### src/rtl/cic_comb_decim_if.sv
// Sample stream bundle for the CIC decimation/comb section.
// The master side produces integrator samples and consumes filtered output;
// the slave side is the comb block itself.
interface cic_comb_decim_if #(
    parameter int WIDTH = 16
);
    logic [WIDTH-1:0] x;
    logic             in_valid;
    logic [WIDTH-1:0] y;
    logic             y_valid;

    modport master (
        output x,
        output in_valid,
        input  y,
        input  y_valid
    );

    modport slave (
        input  x,
        input  in_valid,
        output y,
        output y_valid
    );
endinterface

### src/rtl/cic_comb_decim.sv
// CIC decimator back end: keeps one of every R valid integrator samples and
// runs it through N comb stages y(n) = x(n) - x(n-M) at the decimated rate.
// All arithmetic wraps modulo 2^WIDTH so integrator overflow cancels here.
// A valid token walks one stage per clock; delay lines only move with it.
module cic_comb_decim #(
    parameter int WIDTH = 16,
    parameter int R     = 4,
    parameter int N     = 3,
    parameter int M     = 1
) (
    input  logic                clk,
    input  logic                rstn,
    input  logic                clr,
    cic_comb_decim_if.slave     bus
);

    localparam int CW = (R > 1) ? $clog2(R) : 1;
    localparam logic [CW-1:0] CNT_LAST = CW'(R - 1);

    // Decimation counter and strobe
    logic [CW-1:0] cnt_q, cnt_d;
    logic          strobe;

    // s_q[0] is the captured sample d0, s_q[k] is the output of comb stage k
    logic [N:0][WIDTH-1:0]         s_q, s_d;
    // z_q[k][0] is the newest past input of stage k, z_q[k][M-1] the oldest
    logic [N:1][M-1:0][WIDTH-1:0]  z_q, z_d;
    // Token valid shift register, one bit per stage boundary
    logic [N:0]                    vld_pipe_q, vld_pipe_d;

    // Strobe on the R-th valid sample; counter only moves on valid input
    always_comb begin
        strobe = bus.in_valid && (cnt_q == CNT_LAST);
        cnt_d  = cnt_q;
        if (bus.in_valid) begin
            cnt_d = strobe ? '0 : cnt_q + CW'(1);
        end
    end

    // Comb datapath next state: each stage updates only when a token enters it
    always_comb begin
        s_d        = s_q;
        z_d        = z_q;
        vld_pipe_d = {vld_pipe_q[N-1:0], strobe};
        if (strobe) begin
            s_d[0] = bus.x;
        end
        for (int k = 1; k <= N; k++) begin
            if (vld_pipe_q[k-1]) begin
                s_d[k]    = s_q[k-1] - z_q[k][M-1];
                z_d[k][0] = s_q[k-1];
                for (int j = 1; j < M; j++) begin
                    z_d[k][j] = z_q[k][j-1];
                end
            end
        end
    end

    // Counter register; clear wins over any concurrent strobe
    always_ff @(posedge clk or negedge rstn) begin
        if (!rstn) begin
            cnt_q <= '0;
        end else if (clr) begin
            cnt_q <= '0;
        end else begin
            cnt_q <= cnt_d;
        end
    end

    // Pipeline registers; clear drops in-flight tokens and zeroes history
    always_ff @(posedge clk or negedge rstn) begin
        if (!rstn) begin
            s_q        <= '0;
            z_q        <= '0;
            vld_pipe_q <= '0;
        end else if (clr) begin
            s_q        <= '0;
            z_q        <= '0;
            vld_pipe_q <= '0;
        end else begin
            s_q        <= s_d;
            z_q        <= z_d;
            vld_pipe_q <= vld_pipe_d;
        end
    end

    // Output holds the last stage result between strobes
    assign bus.y       = s_q[N];
    assign bus.y_valid = vld_pipe_q[N];

endmodule

### src/flat_wrapper.sv
// flat-port wrapper written by rule: the top's interface ports become plain ports
module cic_comb_decim_flat 
#(
    parameter int WIDTH = 16,
    parameter int R     = 4,
    parameter int N     = 3,
    parameter int M     = 1
)
  (clk, rstn, clr, bus_x, bus_in_valid, bus_y, bus_y_valid);
  cic_comb_decim_if #(.WIDTH(WIDTH)) bus_i ();
  input  logic clk;
  input  logic rstn;
  input  logic clr;
  input wire logic [$bits(bus_i.x)-1:0] bus_x;
  input wire logic [$bits(bus_i.in_valid)-1:0] bus_in_valid;
  output wire logic [$bits(bus_i.y)-1:0] bus_y;
  output wire logic [$bits(bus_i.y_valid)-1:0] bus_y_valid;
  assign bus_i.x = bus_x;
  assign bus_i.in_valid = bus_in_valid;
  assign bus_y = bus_i.y;
  assign bus_y_valid = bus_i.y_valid;
  cic_comb_decim #(.WIDTH(WIDTH), .R(R), .N(N), .M(M)) u_core (.clk(clk), .rstn(rstn), .clr(clr), .bus(bus_i));
endmodule
### config.mk
export PLATFORM = sky130hd
export DESIGN_NAME = cic_comb_decim_flat
export DESIGN_NICKNAME = d
export VERILOG_FILES = /design/src/rtl/cic_comb_decim_if.sv /design/src/rtl/cic_comb_decim.sv /design/src/flat_wrapper.sv
export SDC_FILE = /design/constraint.sdc
export NUM_CORES = 1
export LEC_CHECK = 0
export ABC_AREA = 1
export BUFFER_PORTS_ARGS = -buffer_cell sky130_fd_sc_hd__buf_4
export CAP_MARGIN = 20
export CORE_MARGIN = 2
export CORE_UTILIZATION = 40
export CTS_CLUSTER_SIZE = 14
export DETAILED_ROUTE_END_ITERATION = 10
export GPL_ROUTABILITY_DRIVEN = 0
export HOLD_SLACK_MARGIN = 0.05
export SLEW_MARGIN = 20
export SYNTH_ARGS = -nofsm -noshare
export SYNTH_HDL_FRONTEND = slang
export SYNTH_SLANG_ARGS = --single-unit
### constraint.sdc
create_clock -name clk -period 2.8 [get_ports clk]
set_clock_uncertainty 0.15 [all_clocks]
set_input_delay 0.56 -clock clk [delete_from_list [all_inputs] [get_ports clk]]
set_output_delay 0.56 -clock clk [all_outputs]
set_load 0.005 [all_outputs]
==> results of run 1 <==
-- power breakdown --
group          switching, mW  internal (mW)
Sequential           0.00489           1.72
Combinational          0.144         0.0686
Clock                  0.735           1.53
Total                  0.884           3.32
-- cell type report --
type | count | area share
Timing Repair Buffer | 42 | 0.0398
Multi-Input combinational cell | 655 | 0.404
Clock buffer | 24 | 0.0568
Tap cell | 229 | 0.0345
Sequential cell | 118 | 0.356
Inverter | 202 | 0.0919
Clock inverter | 8 | 0.0176
-- cell usage after synthesis, drive strengths merged --
cell type  number  area share
a21oi          35       0.024
a22o            2      0.0024
buf            32       0.031
clkbuf          1     0.00051
dfrtp         118        0.40
fa              3      0.0082
ha             49       0.084
inv           202        0.10
nand2         344        0.18
nand3          60       0.041
nand3b          5      0.0051
nand4           4      0.0034
nor2           40       0.022
nor3            9      0.0062
o21ai          63       0.043
o22ai          34       0.029
or2             3      0.0026
xnor2           4      0.0048
-- worst max-delay path: stages, from the launching register on --
cell and delay [ps]:
sky130_fd_sc_hd__dfrtp_1 400, sky130_fd_sc_hd__ha_1 220, sky130_fd_sc_hd__fa_1 410, sky130_fd_sc_hd__inv_1 120, sky130_fd_sc_hd__nand3_1 80, sky130_fd_sc_hd__nand3_1 140
sky130_fd_sc_hd__nand3_1 110, sky130_fd_sc_hd__nand3_1 80, sky130_fd_sc_hd__nand2_1 50, sky130_fd_sc_hd__nand3_1 70, sky130_fd_sc_hd__nand2_1 50
-- cell families (layout without fill, tap and decap cells) --
group,Yosys count,count (layout)
DFF,118,118
AOI/OAI and AO/OA,134,134
buffers and inverters,235,276
adders and majority gates,52,52
xor gates and xnor gates,4,4
and+or+nand+nor,465,465
-- state kept, by name, indices dropped and copies added (netlist names) --
register           cells
u_core.bus.y          16
u_core.cnt_q           2
u_core.s_q            48
u_core.vld_pipe_q      4
u_core.z_q            48
-- metal layers --
metal	up-vias	wire, um
met2	92	7270
met5	-	0
met3	25	458
met1	2640	7100
met4	0	355
li1	3189	-
-- path summary, 6_finish.rpt --
path	startpoint	to	slack (ps)	cells after the start
hold reg to reg	u_core.bus.y[9]$_DFFE_PN0P_	u_core.bus.y[9]$_DFFE_PN0P_	320	2
setup / recovery	u_core.z_q[32]$_DFFE_PN0P_	u_core.bus.y[12]$_DFFE_PN0P_	820	10
setup reg to reg	u_core.z_q[32]$_DFFE_PN0P_	u_core.bus.y[12]$_DFFE_PN0P_	820	10
max in group asynchronous	rstn	u_core.z_q[9]$_DFFE_PN0P_	1240	3
min in group asynchronous	rstn	u_core.bus.y[1]$_DFFE_PN0P_	520	2
hold / removal	bus_in_valid	u_core.cnt_q[1]$_DFFE_PN0P_	190	2
-- stage by stage --
step                utilization  setup slack, ps  area (um^2)
floorplan                     -              965         7300
global placement          0.429              843         7670
detailed placement        0.429              788         7670
CTS                       0.464              798         8300
global route              0.464              637         8300
finish                    0.464              817         8300
==> results.sh, run 1 <==
export IMPL_synth_seq_cells=118
export IMPL_grt_pass1_wl_um=26900
export IMPL_grt_most_used_layer="met2"
export IMPL_critical_path_endpoint_type="register"
export IMPL_antenna_found_initial=0
export IMPL_grt_overflow=0
export IMPL_diodes=0
export IMPL_clock_sinks=118
export IMPL_fmax_mhz=504
export IMPL_synthDistinctLibCells=27
export IMPL_routedWlPerCell_um=11.9
export IMPL_drv_cap=0
export IMPL_ff_latch_area_um2=2950
export IMPL_layout_drive_gt1_share=0.0858
export IMPL_worstPathArrival_ps=2140
export IMPL_first_global_vias=5845
export IMPL_p_total_mw=4.20
export IMPL_power_per_cell_area_nw_per_um2=506
export IMPL_final_slew_viol_count=0
export IMPL_multi_input_comb_area_um2=3350
export IMPL_timing_final_crit_share=0.708
export IMPL_clk_path_buf_depth=2
export IMPL_chipHeight_um=139
export IMPL_postCtsHoldBufs=1
export IMPL_design_core_area_um2=17900
export IMPL_nFillCells=1847
export IMPL_port_buffers=36
export IMPL_fin_hold_ws_ps=195
export IMPL_run_status="completed"
export IMPL_tritoncts="done"
export IMPL_synth_compound_area_frac=0.0988
export IMPL_finalSetupViolCount=0
export IMPL_place_detailed_hpwl_um=11400
export IMPL_worstPathMaxFanout=4
export IMPL_max_slew_worst_pin_slew_ps=789
export IMPL_synth_xor_xnor_area_share=0.00480
export IMPL_die_width_um=139
export IMPL_global_route_total_usage_across_every_layer=0.170
export IMPL_finalNetCount=1108
export IMPL_synthAdderAreaFrac=0.0923
export IMPL_synthesis_area_um2=7300
export IMPL_tritoncts_num_buffers=17
export IMPL_final_period_demand_of_the_worst_path_ps=1980
export IMPL_synthCells=1008
export IMPL_final_instance_count_excl_fill=1278
export IMPL_cts_resized_gates=0
export IMPL_cts_h_tree_depth=4
export IMPL_row_count=49
export IMPL_fin_setup_tns_ps=0
export IMPL_ys_warnings_count=0
export IMPL_hold_vio_cnt_final=0
export IMPL_clock_root_buffer="sky130_fd_sc_hd__clkbuf_16"
export IMPL_postCtsSetupRepairBufs=0
export IMPL_initialDrtViolationCount=392
export IMPL_commonest_non_fill_non_tap_cell_in_the_layout="sky130_fd_sc_hd__nand2_1"
export IMPL_top_level_ports=37
export IMPL_initial_core_utilization=0.408
export IMPL_ir_drop_v=0.000425
export IMPL_synth_avg_cell_area_um2=7.24
export IMPL_drt_pass1_iter_count=5
export IMPL_leakage_nw=4.58
export IMPL_drt_antenna_violating_nets=0
export IMPL_yosys_area_share_simple=0.264
export IMPL_placedCellCount=1245
export IMPL_grt_use_met2=0.286
export IMPL_routed_wirelength_um=15200
export IMPL_crit_path_start_kind="register"
export IMPL_setup_repair_after_global_routing_missed_its_margin="no"
export IMPL_worst_skew_pair_late_latency_ps=410
export IMPL_route_vias_total=5946
export IMPL_grt_start_max_net_pins=42
export IMPL_vias_per_cell=4.65
export IMPL_global_route_usage_met3=0.0352
export IMPL_synthesis_nets=1080
export IMPL_most_common_layout_cells="sky130_fd_sc_hd__nand2_1, sky130_fd_sc_hd__inv_1, sky130_fd_sc_hd__dfrtp_1"
export IMPL_clkSlewWorstSetupHoldPaths_ps=50
export IMPL_dominant_combinational_cell_family_by_area_after_synthesis="simple AND/OR/NAND/NOR gates"
export IMPL_floorplan_die_area_um2=19300
export IMPL_groute_layer_met1_usage=0.212
export IMPL_crit_required_ps=2950
export IMPL_syn_to_final_growth_pct=13.8
export IMPL_max_slew_margin=0.474
export IMPL_synth_area_mux_share=0
export IMPL_path_class="register to register"
export IMPL_ys_seq_area_frac=0.405
export IMPL_holdCritPathClass="input port to register"
export IMPL_route_detailed_drc=0
Power figures use the tool's default switching activity.
==> run 2: changes to the inputs <==
==> constraint.sdc (replaced) <==
create_clock -name clk -period 2 [get_ports clk]
set_clock_uncertainty 0.15 [all_clocks]
set_input_delay 0.4 -clock clk [delete_from_list [all_inputs] [get_ports clk]]
set_output_delay 0.4 -clock clk [all_outputs]
set_load 0.005 [all_outputs]
==> run 2 against run 1 <==
Effect of this change:
- sequential share of layout area is 0.93 points lower
- die area unchanged
- worst setup slack got worse by 710 ps
- worst hold slack lost 120 ps
- clock power up 31%
- first-iteration DRC count down 21%
- core utilization up 1.2 points
- power rose by 36%
- global-route usage is 0.17 points higher
==> results.sh, run 2 (same netlist as run 1, synthesis figures left out) <==
export IMPL_routedWlPerCell_um=11.9
export IMPL_final_slew_viol_count=0
export IMPL_antenna_found_initial=0
export IMPL_p_total_mw=5.72
export IMPL_crit_path_start_kind="register"
export IMPL_hold_path_depth=3
export IMPL_power_per_cell_area_nw_per_um2=671
export IMPL_regToRegStartpoint="u_core.z_q[0]$_DFFE_PN0P_"
export IMPL_timing_final_crit_share=0.948
export IMPL_power_share_clock=0.521
export IMPL_grt_start_max_net_pins=34
export IMPL_clkSlewWorstSetupHoldPaths_ps=60
export IMPL_combinational_fraction_of_design_power=0.058
export IMPL_diodes=0
export IMPL_leakage_nw=4.67
export IMPL_most_common_layout_cells="sky130_fd_sc_hd__nand2_1, sky130_fd_sc_hd__inv_1, sky130_fd_sc_hd__dfrtp_1"
export IMPL_path_class="register to register"
export IMPL_worst_r2r_path_depth=10
export IMPL_commonest_non_fill_non_tap_cell_in_the_layout="sky130_fd_sc_hd__nand2_1"
export IMPL_layout_drive_gt1_share=0.100
export IMPL_finalSetupViolCount=0
export IMPL_power_switching_share=0.220
export IMPL_startpoint="u_core.z_q[0]$_DFFE_PN0P_"
export IMPL_chipHeight_um=139
export IMPL_max_slew_margin=0.520
export IMPL_fin_setup_tns_ps=0
export IMPL_net_switching_power_mw=1.26
export IMPL_holdCritPathClass="input port to register"
export IMPL_finalNetCount=1128
export IMPL_max_slew_worst_pin_slew_ps=720
export IMPL_worstPathMaxFanout=4
export IMPL_fmax_mhz=527
export IMPL_ir_drop_v=0.000590
export IMPL_worst_skew_pair_late_latency_ps=420
export IMPL_floorplan_die_area_um2=19300
export IMPL_drv_cap=0
export IMPL_run_status="completed"
export IMPL_clock_root_buffer="sky130_fd_sc_hd__clkbuf_16"
export IMPL_syn_to_final_growth_pct=16.9
export IMPL_hold_vio_cnt_final=0
export IMPL_drt_antenna_violating_nets=0
export IMPL_hold_path_startpoint="bus_x[11]"
export IMPL_route_vias_total=6038
export IMPL_p_int_mw=4.46
export IMPL_grt_pass1_wl_um=27400
export IMPL_final_core_utilization=0.476
export IMPL_die_width_um=139
export IMPL_design_core_area_um2=17900
export IMPL_p_seq_frac=0.421
export IMPL_setup_slack_ps=103
export IMPL_global_route_total_usage_across_every_layer=0.172
export IMPL_crit_required_ps=2150
export IMPL_initial_core_utilization=0.408
export IMPL_grt_overflow=0
export IMPL_critical_path_endpoint_type="register"
export IMPL_cts_h_tree_depth=4
export IMPL_clk_path_buf_depth=2
export IMPL_initialDrtViolationCount=309
export IMPL_route_detailed_drc=0
export IMPL_place_detailed_hpwl_um=11400
export IMPL_clock_sinks=118
export IMPL_row_count=49
export IMPL_tritoncts_num_buffers=17
export IMPL_port_buffers=36
export IMPL_tritoncts="done"
export IMPL_drt_pass1_iter_count=6
export IMPL_place_ws_ps=21.6
export IMPL_routed_wirelength_um=15400
export IMPL_first_global_vias=5925
export IMPL_top_level_ports=37
export IMPL_worstPathArrival_ps=2040
export IMPL_final_period_demand_of_the_worst_path_ps=1900
export IMPL_vias_per_cell=4.65
==> run 2: changes by cell type in the layout (fill, tap and decap cells not counted), sizes merged <==
cell	delta
buf	+4
bufinv	-3
dlygate4sd3	+16
clkinvlp	+1
clkbuf	+2
==> run 2: final timing paths <==
| path | to | slack [ps] |
|---|---|---|
| setup / recovery | u_core.s_q[28]$_DFFE_PN0P_ | 100 |
| hold / removal | u_core.s_q[11]$_DFFE_PN0P_ | 70 |
| setup reg to reg | u_core.s_q[28]$_DFFE_PN0P_ | 100 |
| hold reg to reg | u_core.bus.y[4]$_DFFE_PN0P_ | 320 |
| max in group asynchronous | u_core.z_q[14]$_DFFE_PN0P_ | 870 |
| min in group asynchronous | u_core.vld_pipe_q[2]$_DFF_PN0_ | 310 |
==> run 2: layout make-up <==
cell class	instances	area, um^2
clock inverters	6	63.8
multi-input cells	655	3380
repair buffers	62	546
fillers	1797	9380
clock buffers	26	529
flip-flops and latches	118	2950
well taps	229	287
inverters	202	763
==> run 2: per-stage QoR <==
step	cells	hold WS (ps)	cell area (um^2)
6_report	1298	70.7	8530
2_1_floorplan	1008	-45.6	7300
3_3_place_gp	1248	210	7720
3_5_place_dp	1248	209	7720
5_1_grt	1298	81.0	8530
4_1_cts	1297	52.9	8490
==> run 2: what timing repair did <==
item | in CTS | in global routing
endpoints found under the setup margin | 0 | 17
hold buffers | 17 | 0
resized for setup | 0 | 11
hold endpoints to repair | 39 | 0
setup buffers | 0 | 1
==> run 2: power groups by stage <==
stage	clock, mW	sequential, mW	combinational, mW
after floorplan	0	2.45	0.172
final	2.98	2.41	0.331
after detailed placement	0	2.45	0.310
after global placement	0	2.45	0.306
after CTS	3.05	2.41	0.337
after global routing	3.15	2.41	0.383
==> run 2: critical path, cell delays in order (launching register included) <==
cell,delay (ps)
sky130_fd_sc_hd__dfrtp_1,390
sky130_fd_sc_hd__ha_1,210
sky130_fd_sc_hd__fa_1,350
sky130_fd_sc_hd__inv_1,110
sky130_fd_sc_hd__nand3_1,110
sky130_fd_sc_hd__nand3_2,110
sky130_fd_sc_hd__nand3_1,90
sky130_fd_sc_hd__nand3_1,80
sky130_fd_sc_hd__nand2_1,50
sky130_fd_sc_hd__nand3_1,60
sky130_fd_sc_hd__nand2_1,50
==> run 2: per-layer routing <==
metal | part of all wire | up-vias | track usage
met5 | 0 | - | 0
met4 | 0.022 | 0 | 0.0665
met3 | 0.026 | 25 | 0.0328
met2 | 0.48 | 79 | 0.299
met1 | 0.48 | 2704 | 0.211
li1 | - | 3230 | -
